### src/rtl/mbox_cyc_arb_if.sv
// rtl/mbox_cyc_arb_if.sv - request/grant/cycle bundle between MBOX requesters and the cycle arbiter
//
// Signals (master = requesters and cache control, slave = arbiter):
//   mb_req, cca_req, chan_req, ebox_req      level requests, held until the matching grant
//   cyc_done                                 one-clock end-of-cycle pulse from cache control
//   page_fail, pf_clear                      EBOX page-fail indication and hold release pulse
//   *_req_grant                              one-clock grant pulses
//   mb_cyc, cca_cyc, chan_cyc, ebox_cyc      level cycle indicators, at most one high
//   ready_to_go                              arbiter idle and able to arbitrate
//   page_fail_hold                           EBOX blocked pending page-fail service
//   timeout_err                              one-clock watchdog expiry pulse
interface mbox_cyc_arb_if;
    logic mb_req;
    logic cca_req;
    logic chan_req;
    logic ebox_req;
    logic cyc_done;
    logic page_fail;
    logic pf_clear;
    logic mb_req_grant;
    logic cca_req_grant;
    logic chan_req_grant;
    logic ebox_req_grant;
    logic mb_cyc;
    logic cca_cyc;
    logic chan_cyc;
    logic ebox_cyc;
    logic ready_to_go;
    logic page_fail_hold;
    logic timeout_err;

    modport master (
        output mb_req, cca_req, chan_req, ebox_req, cyc_done, page_fail, pf_clear,
        input  mb_req_grant, cca_req_grant, chan_req_grant, ebox_req_grant,
        input  mb_cyc, cca_cyc, chan_cyc, ebox_cyc, ready_to_go, page_fail_hold, timeout_err
    );

    modport slave (
        input  mb_req, cca_req, chan_req, ebox_req, cyc_done, page_fail, pf_clear,
        output mb_req_grant, cca_req_grant, chan_req_grant, ebox_req_grant,
        output mb_cyc, cca_cyc, chan_cyc, ebox_cyc, ready_to_go, page_fail_hold, timeout_err
    );
endinterface

### src/rtl/mbox_cyc_arb.sv
// rtl/mbox_cyc_arb.sv - MBOX cache/memory cycle arbiter with EBOX page-fail hold and starvation guard
//
// Ports:
//   clk    MBOX clock, rising edge
//   rst_n  asynchronous active-low reset
//   bus    mbox_cyc_arb_if.slave: requests, cyc_done, page_fail, pf_clear in;
//          grants, cycle levels, ready_to_go, page_fail_hold, timeout_err out
// Parameters:
//   STARVE_LIMIT    lost arbitrations with EBOX pending before EBOX is promoted (1..255)
//   TIMEOUT_CYCLES  BUSY clocks before the watchdog aborts a cycle (2..1023)
// Build option:
//   MBOX_ARB_TIMEOUT_EN  compiles in the cycle watchdog; otherwise timeout_err is tied 0
module mbox_cyc_arb #(
    parameter int STARVE_LIMIT   = 8,
    parameter int TIMEOUT_CYCLES = 64
) (
    input  logic          clk,
    input  logic          rst_n,
    mbox_cyc_arb_if.slave bus
);
    typedef enum logic {IDLE = 1'b0, BUSY = 1'b1} state_t;

    // Bit positions in the request/grant/cycle vectors.
    localparam int MB   = 0;
    localparam int CCA  = 1;
    localparam int CHAN = 2;
    localparam int EBOX = 3;

    localparam logic [7:0] STARVE_MAX = 8'(STARVE_LIMIT);

    state_t     state_q, state_d;
    logic [3:0] grant_q, grant_d;
    logic [3:0] cyc_q, cyc_d;
    logic       ready_q;
    logic       hold_q, hold_d;
    logic [7:0] starve_q, starve_d;
    logic [3:0] req, elig, win;
    logic       promoted;

`ifdef MBOX_ARB_TIMEOUT_EN
    localparam logic [9:0] WDOG_LAST = 10'(TIMEOUT_CYCLES - 1);
    logic [9:0] wdog_q, wdog_d;
    logic       terr_q, terr_d;
`endif

    assign req      = {bus.ebox_req, bus.chan_req, bus.cca_req, bus.mb_req};
    // A page-faulted EBOX may not re-enter until the fault has been serviced.
    assign elig     = {req[EBOX] & ~hold_q, req[CHAN:MB]};
    assign promoted = (starve_q == STARVE_MAX);

    // Winner select; a starved EBOX jumps ahead of CCA and CHAN but never MB.
    always_comb begin
        win = 4'b0000;
        if (elig[MB])                     win[MB]   = 1'b1;
        else if (promoted && elig[EBOX])  win[EBOX] = 1'b1;
        else if (elig[CCA])               win[CCA]  = 1'b1;
        else if (elig[CHAN])              win[CHAN] = 1'b1;
        else if (elig[EBOX])              win[EBOX] = 1'b1;
    end

    always_comb begin
        state_d = state_q;
        grant_d = 4'b0000;
        cyc_d   = cyc_q;
        // A page-fail set later in this block overrides a same-clock clear.
        hold_d  = hold_q & ~bus.pf_clear;
`ifdef MBOX_ARB_TIMEOUT_EN
        wdog_d  = wdog_q;
        terr_d  = 1'b0;
`endif
        case (state_q)
            IDLE: begin
                if (|elig) begin
                    grant_d = win;
                    cyc_d   = win;
                    state_d = BUSY;
`ifdef MBOX_ARB_TIMEOUT_EN
                    wdog_d  = 10'd0;
`endif
                end
            end
            BUSY: begin
                // Page fail beats completion, completion beats the watchdog.
                if (cyc_q[EBOX] && bus.page_fail) begin
                    cyc_d   = 4'b0000;
                    hold_d  = 1'b1;
                    state_d = IDLE;
                end else if (bus.cyc_done) begin
                    cyc_d   = 4'b0000;
                    state_d = IDLE;
                end
`ifdef MBOX_ARB_TIMEOUT_EN
                else if (wdog_q == WDOG_LAST) begin
                    cyc_d   = 4'b0000;
                    terr_d  = 1'b1;
                    state_d = IDLE;
                end else begin
                    wdog_d  = wdog_q + 10'd1;
                end
`endif
            end
            default: state_d = IDLE;
        endcase
    end

    // Counts arbitrations EBOX loses while it is actually eligible.
    always_comb begin
        starve_d = starve_q;
        if (!bus.ebox_req) begin
            starve_d = 8'd0;
        end else if (state_q == IDLE && win[EBOX]) begin
            starve_d = 8'd0;
        end else if (state_q == IDLE && (|win[CHAN:MB]) && !hold_q && !promoted) begin
            starve_d = starve_q + 8'd1;
        end
    end

    always_ff @(posedge clk or negedge rst_n) begin
        if (!rst_n) begin
            state_q  <= IDLE;
            grant_q  <= 4'b0000;
            cyc_q    <= 4'b0000;
            ready_q  <= 1'b1;
            hold_q   <= 1'b0;
            starve_q <= 8'd0;
        end else begin
            state_q  <= state_d;
            grant_q  <= grant_d;
            cyc_q    <= cyc_d;
            ready_q  <= (state_d == IDLE);
            hold_q   <= hold_d;
            starve_q <= starve_d;
        end
    end

`ifdef MBOX_ARB_TIMEOUT_EN
    always_ff @(posedge clk or negedge rst_n) begin
        if (!rst_n) begin
            wdog_q <= 10'd0;
            terr_q <= 1'b0;
        end else begin
            wdog_q <= wdog_d;
            terr_q <= terr_d;
        end
    end

    assign bus.timeout_err = terr_q;
`else
    assign bus.timeout_err = 1'b0;
`endif

    assign bus.mb_req_grant   = grant_q[MB];
    assign bus.cca_req_grant  = grant_q[CCA];
    assign bus.chan_req_grant = grant_q[CHAN];
    assign bus.ebox_req_grant = grant_q[EBOX];
    assign bus.mb_cyc         = cyc_q[MB];
    assign bus.cca_cyc        = cyc_q[CCA];
    assign bus.chan_cyc       = cyc_q[CHAN];
    assign bus.ebox_cyc       = cyc_q[EBOX];
    assign bus.ready_to_go    = ready_q;
    assign bus.page_fail_hold = hold_q;
endmodule
### src/flat_wrapper.sv
// flat-port wrapper written by rule: the top's interface ports become plain ports
module mbox_cyc_arb_flat 
#(
    parameter int STARVE_LIMIT   = 8,
    parameter int TIMEOUT_CYCLES = 64
)
  (clk, rst_n, bus_mb_req, bus_cca_req, bus_chan_req, bus_ebox_req, bus_cyc_done, bus_page_fail, bus_pf_clear, bus_mb_req_grant, bus_cca_req_grant, bus_chan_req_grant, bus_ebox_req_grant, bus_mb_cyc, bus_cca_cyc, bus_chan_cyc, bus_ebox_cyc, bus_ready_to_go, bus_page_fail_hold, bus_timeout_err);
  mbox_cyc_arb_if bus_i ();
  input  logic clk;
  input  logic rst_n;
  input wire logic [$bits(bus_i.mb_req)-1:0] bus_mb_req;
  input wire logic [$bits(bus_i.cca_req)-1:0] bus_cca_req;
  input wire logic [$bits(bus_i.chan_req)-1:0] bus_chan_req;
  input wire logic [$bits(bus_i.ebox_req)-1:0] bus_ebox_req;
  input wire logic [$bits(bus_i.cyc_done)-1:0] bus_cyc_done;
  input wire logic [$bits(bus_i.page_fail)-1:0] bus_page_fail;
  input wire logic [$bits(bus_i.pf_clear)-1:0] bus_pf_clear;
  output wire logic [$bits(bus_i.mb_req_grant)-1:0] bus_mb_req_grant;
  output wire logic [$bits(bus_i.cca_req_grant)-1:0] bus_cca_req_grant;
  output wire logic [$bits(bus_i.chan_req_grant)-1:0] bus_chan_req_grant;
  output wire logic [$bits(bus_i.ebox_req_grant)-1:0] bus_ebox_req_grant;
  output wire logic [$bits(bus_i.mb_cyc)-1:0] bus_mb_cyc;
  output wire logic [$bits(bus_i.cca_cyc)-1:0] bus_cca_cyc;
  output wire logic [$bits(bus_i.chan_cyc)-1:0] bus_chan_cyc;
  output wire logic [$bits(bus_i.ebox_cyc)-1:0] bus_ebox_cyc;
  output wire logic [$bits(bus_i.ready_to_go)-1:0] bus_ready_to_go;
  output wire logic [$bits(bus_i.page_fail_hold)-1:0] bus_page_fail_hold;
  output wire logic [$bits(bus_i.timeout_err)-1:0] bus_timeout_err;
  assign bus_i.mb_req = bus_mb_req;
  assign bus_i.cca_req = bus_cca_req;
  assign bus_i.chan_req = bus_chan_req;
  assign bus_i.ebox_req = bus_ebox_req;
  assign bus_i.cyc_done = bus_cyc_done;
  assign bus_i.page_fail = bus_page_fail;
  assign bus_i.pf_clear = bus_pf_clear;
  assign bus_mb_req_grant = bus_i.mb_req_grant;
  assign bus_cca_req_grant = bus_i.cca_req_grant;
  assign bus_chan_req_grant = bus_i.chan_req_grant;
  assign bus_ebox_req_grant = bus_i.ebox_req_grant;
  assign bus_mb_cyc = bus_i.mb_cyc;
  assign bus_cca_cyc = bus_i.cca_cyc;
  assign bus_chan_cyc = bus_i.chan_cyc;
  assign bus_ebox_cyc = bus_i.ebox_cyc;
  assign bus_ready_to_go = bus_i.ready_to_go;
  assign bus_page_fail_hold = bus_i.page_fail_hold;
  assign bus_timeout_err = bus_i.timeout_err;
  mbox_cyc_arb #(.STARVE_LIMIT(STARVE_LIMIT), .TIMEOUT_CYCLES(TIMEOUT_CYCLES)) u_core (.clk(clk), .rst_n(rst_n), .bus(bus_i));
endmodule
### config.mk
export PLATFORM = sky130hd
export DESIGN_NAME = mbox_cyc_arb_flat
export DESIGN_NICKNAME = d
export VERILOG_FILES = /design/src/rtl/mbox_cyc_arb_if.sv /design/src/rtl/mbox_cyc_arb.sv /design/src/flat_wrapper.sv
export SDC_FILE = /design/constraint.sdc
export NUM_CORES = 1
export LEC_CHECK = 0
export ABC_AREA = 1
export BUFFER_PORTS_ARGS = -buffer_cell sky130_fd_sc_hd__buf_2
export CELL_PAD_IN_SITES_DETAIL_PLACEMENT = 1
export CELL_PAD_IN_SITES_GLOBAL_PLACEMENT = 2
export CORE_AREA = 2 2 57 59
export CTS_BUF_LIST = sky130_fd_sc_hd__clkbuf_4 sky130_fd_sc_hd__clkbuf_8
export DETAILED_ROUTE_END_ITERATION = 10
export DIE_AREA = 0 0 59 61
export MAX_ROUTING_LAYER = met4
export PLACE_DENSITY_LB_ADDON = 0.2
export SLEW_MARGIN = 25
export SYNTH_ARGS = -nofsm -noshare
export SYNTH_HDL_FRONTEND = slang
export SYNTH_SLANG_ARGS = --single-unit
### constraint.sdc
create_clock -name clk -period 4.81 [get_ports clk]
set_clock_uncertainty 0.15 [all_clocks]
set_input_delay 0.2405 -clock clk [delete_from_list [all_inputs] [get_ports clk]]
set_output_delay 0.2405 -clock clk [all_outputs]
set_load 0.01 [all_outputs]
==> flow_summary.yaml <==
setup_path:
  crit_path_cell_trace: "inv_1 -> ha_1 -> nand3_2 -> nor2_4 -> o21ai_2 -> nand2_1 -> nor2_1 -> nand2_1 -> nand2_1"
  path_class: "flip-flop to flip-flop"
  cp_data_arrival_time_ps: 1970
  cp_num_cells: 9
  cp-start-kind: "flip-flop"
  crit_family: "simple AND/OR/NAND/NOR gates"
  end_kind: "flip-flop"
  path_buf_inv: 1
  rrSetupSlack_ps: 2950
  path_max_fanout: 11
  slowest_delay_ps: 410
  rr_worst_depth: 9
  cp_data_required_time_ps: 4920
  reg2reg_from: "u_core.starve_q[0]$_DFFE_PN0P_"
  cpMostUsedCell: "nand2_1"
  cp_slowest_cell: "dfrtp_1"
  reg2reg_to: "u_core.starve_q[6]$_DFFE_PN0P_"
min_path:
  holdPathStages: 3
  hold_path.class: "input pin to flip-flop"
  hp-start: "bus_chan_req"
  min_to: "u_core.grant_q[2]$_DFF_PN0_"
clock_network:
  cts_resized: 0
  cts.path.max_buffers: 2
  cts.clk_slew.worst_paths_ps: 120
  cts_tree: "built"
  numCtsBuffers: 3
  htree_levels: 1
  cts.sinks: 19
  ctsRootBufferMaster: "clkbuf_4"
  insertion_delay_ps: 310
synthesis:
  synth_area_per_cell_um2: 8.52
  ys_warn_count: 0
  synthMuxAreaShare: 0
  synth.top_cell.area_share: 0.437
  ys_dominant_reg_cell: "dfrtp_1"
  synth.most_common_cell: "nand2_1"
  syn_nets: 132
  synth_compound_area_frac: 0.0583
  synth_commonest_cells: "23 x nand2_1, 18 x dfrtp_1, 14 x inv_1"
  synthAdderAreaFrac: 0.0243
  synth_simple_gate_area_frac: 0.333
  async_flop_share: 1.00
  yosys.area_share.xor_xnor: 0.0340
  seq_area_frac_synth: 0.462
  ys_types: 29
  synth_cells: 121
  synth.ff_latch_count: 19
  synth.largest_area_cell: "dfrtp_1"
  synth_area_leaders: "dfrtp_1 44%, nand2_1 8.4%, nand4_1 5.5%, nand3_1 5.3%, inv_1 5.1%"
  syn-cell-area_um2: 1030
  synth_edf_count: 0
  synth_top_family_by_area: "simple AND/OR/NAND/NOR gates"
sta:
  fin_hold_ws_ps: 57.1
  post-route-period-util: 0.386
  setup_viol: 0
  fmax_mhz: 538
  finalSetupTns_ps: 0
  rsz0062_at_grt: "no"
  layout_min_cycle_time_ps: 1860
  finalHoldViolations: 0
  report.final.slew_viol_count: 0
pwr:
  combPwrFrac: 0.149
  power_density_nw_per_um2: 258
  p_switching_uw: 89.0
  p_sw_frac: 0.292
  p_clk_frac: 0.278
  power.internal_uw: 215
  max-vdd-ir-drop_v: 0.000116
  seqPwrFrac: 0.573
  p_leak_uw: 0.000625
final_layout:
  stdcell_area_um2: 1180
  areaGrowthSynthToFinish_pct: 14.3
  fin_nets: 153
  drive_gt1_frac: 0.284
  diodes: 0
die:
  start_util: 0.349
  coreArea_um2: 2950
  die_height_um: 61
  die_area_um2: 3600
  row_count: 20
  ios: 20
  die_w_um: 59
placement:
  place.gp.congestion: 0.715
  numPortBuffers: 18
  placed_cell_area_um2: 1130
  dpl.hpwl_um: 1780
global_routing:
  grt_pass1_wl_um: 4060
  gr-total-overflow: 0
  grt_max_degree: 20
  grt_pass1_vias: 893
  grt.total_usage: 0.159
  grt_antenna_before_repair: 0
route:
  wl_per_cell_um: 13.3
  dr.first_iter.drc_count: 13
  finalWirelength_um: 2320
  postRouteAntennaNets: 0
  vias: 854
  drc: 0
  drt-pass1-iter-count: 3
  viasPerCell: 4.91
run_status:
  status: "finished clean"
run:
  maxCapViolations: 0
## stage by stage
step                      std cells  setup WS [ps]  total power (µW)  utilization
after floorplan                 121           3230               205            -
after global placement          168           3030               222        0.383
after detailed placement        168           2910               223        0.383
after CTS                       174           2910               310        0.399
after global routing            174           2750               326        0.399
final                           174           2950               304        0.399
## metal layers
layer  wire (µm)  share of wire  global-route usage  up-vias
met5           0              0                   -        -
met4          24          0.010              0.0487        0
met3          92          0.040              0.0384        4
met2        1100           0.47               0.254       17
met1        1100           0.48               0.199      406
li1            -              -                   -      427
## power groups by stage
stage / logic, µW / clock network [µW] / registers (µW)
final: 45.3 / 84.7 / 174
after global routing: 52.3 / 98.2 / 175
after CTS: 46.6 / 89.3 / 175
after detailed placement: 45.2 / 0 / 178
after global placement: 45.2 / 0 / 177
after floorplan: 27.9 / 0 / 177
## sequential cells by signal, summed over array words and instances, names as in the netlist
| name | flops |
|---|---|
| u_core.state_q | 1 |
| u_core.bus.page_fail_hold | 1 |
| u_core.bus.ready_to_go | 1 |
| u_core.cyc_q | 4 |
| u_core.grant_q | 4 |
| u_core.starve_q | 8 |
## repair_timing
item	CTS	global route
setup buffers	0	0
hold buffers	2	0
hold endpoints to repair	19	0
## tightest hold or removal path: stages
cell and delay, ps:
buf_2 100, nand3_1 90, nor2_1 50
## placed cells by master, fill, tap and decap left out
master,n
nor2_2,1
nand2_4,1
dfstp_2,1
xnor2_1,1
nor2_4,1
nand3_1,11
inv_1,14
nand2_2,5
xor2_1,3
o21ai_2,1
nand3_2,1
o21ai_0,3
ha_1,2
dlygate4sd3_1,2
nor3_2,2
clkbuf_4,3
a31o_2,1
inv_2,1
clkinv_2,1
nor2_1,13
nand2_1,23
dfrtp_1,18
nand4_1,9
buf_2,18
or2_2,1
a21oi_2,1
a21boi_2,1
o21bai_1,1
conb_1,1
## worst max path at each step
stage,endpoint,start,slack [ps]
after CTS,u_core.starve_q[6]$_DFFE_PN0P_,u_core.starve_q[0]$_DFFE_PN0P_,2910
final,u_core.starve_q[6]$_DFFE_PN0P_,u_core.starve_q[0]$_DFFE_PN0P_,2950
after floorplan,u_core.starve_q[7]$_DFFE_PN0P_,u_core.starve_q[0]$_DFFE_PN0P_,3230
after global routing,u_core.starve_q[5]$_DFFE_PN0P_,u_core.starve_q[0]$_DFFE_PN0P_,2750
after detailed placement,u_core.starve_q[6]$_DFFE_PN0P_,u_core.starve_q[0]$_DFFE_PN0P_,2910
after global placement,u_core.starve_q[6]$_DFFE_PN0P_,u_core.starve_q[0]$_DFFE_PN0P_,3030
## cell families after synthesis
family	count (synthesis)
and+or+nand+nor	68
buffers and inverters	19
DFF	19
AOI/OAI and AO/OA	8
xor gates and xnor gates	4
adders and majority gates	2
other	1
## cell type report
class,instances,area (µm²)
Fill cell,372,1770
Tap cell,33,41.3
Sequential cell,19,477
Clock buffer,3,22.5
Inverter,15,56.3
Multi-Input combinational cell,83,467
Clock inverter,1,5.00
Timing Repair Buffer,20,110
Note: power is estimated with default switching activity, not from simulation.
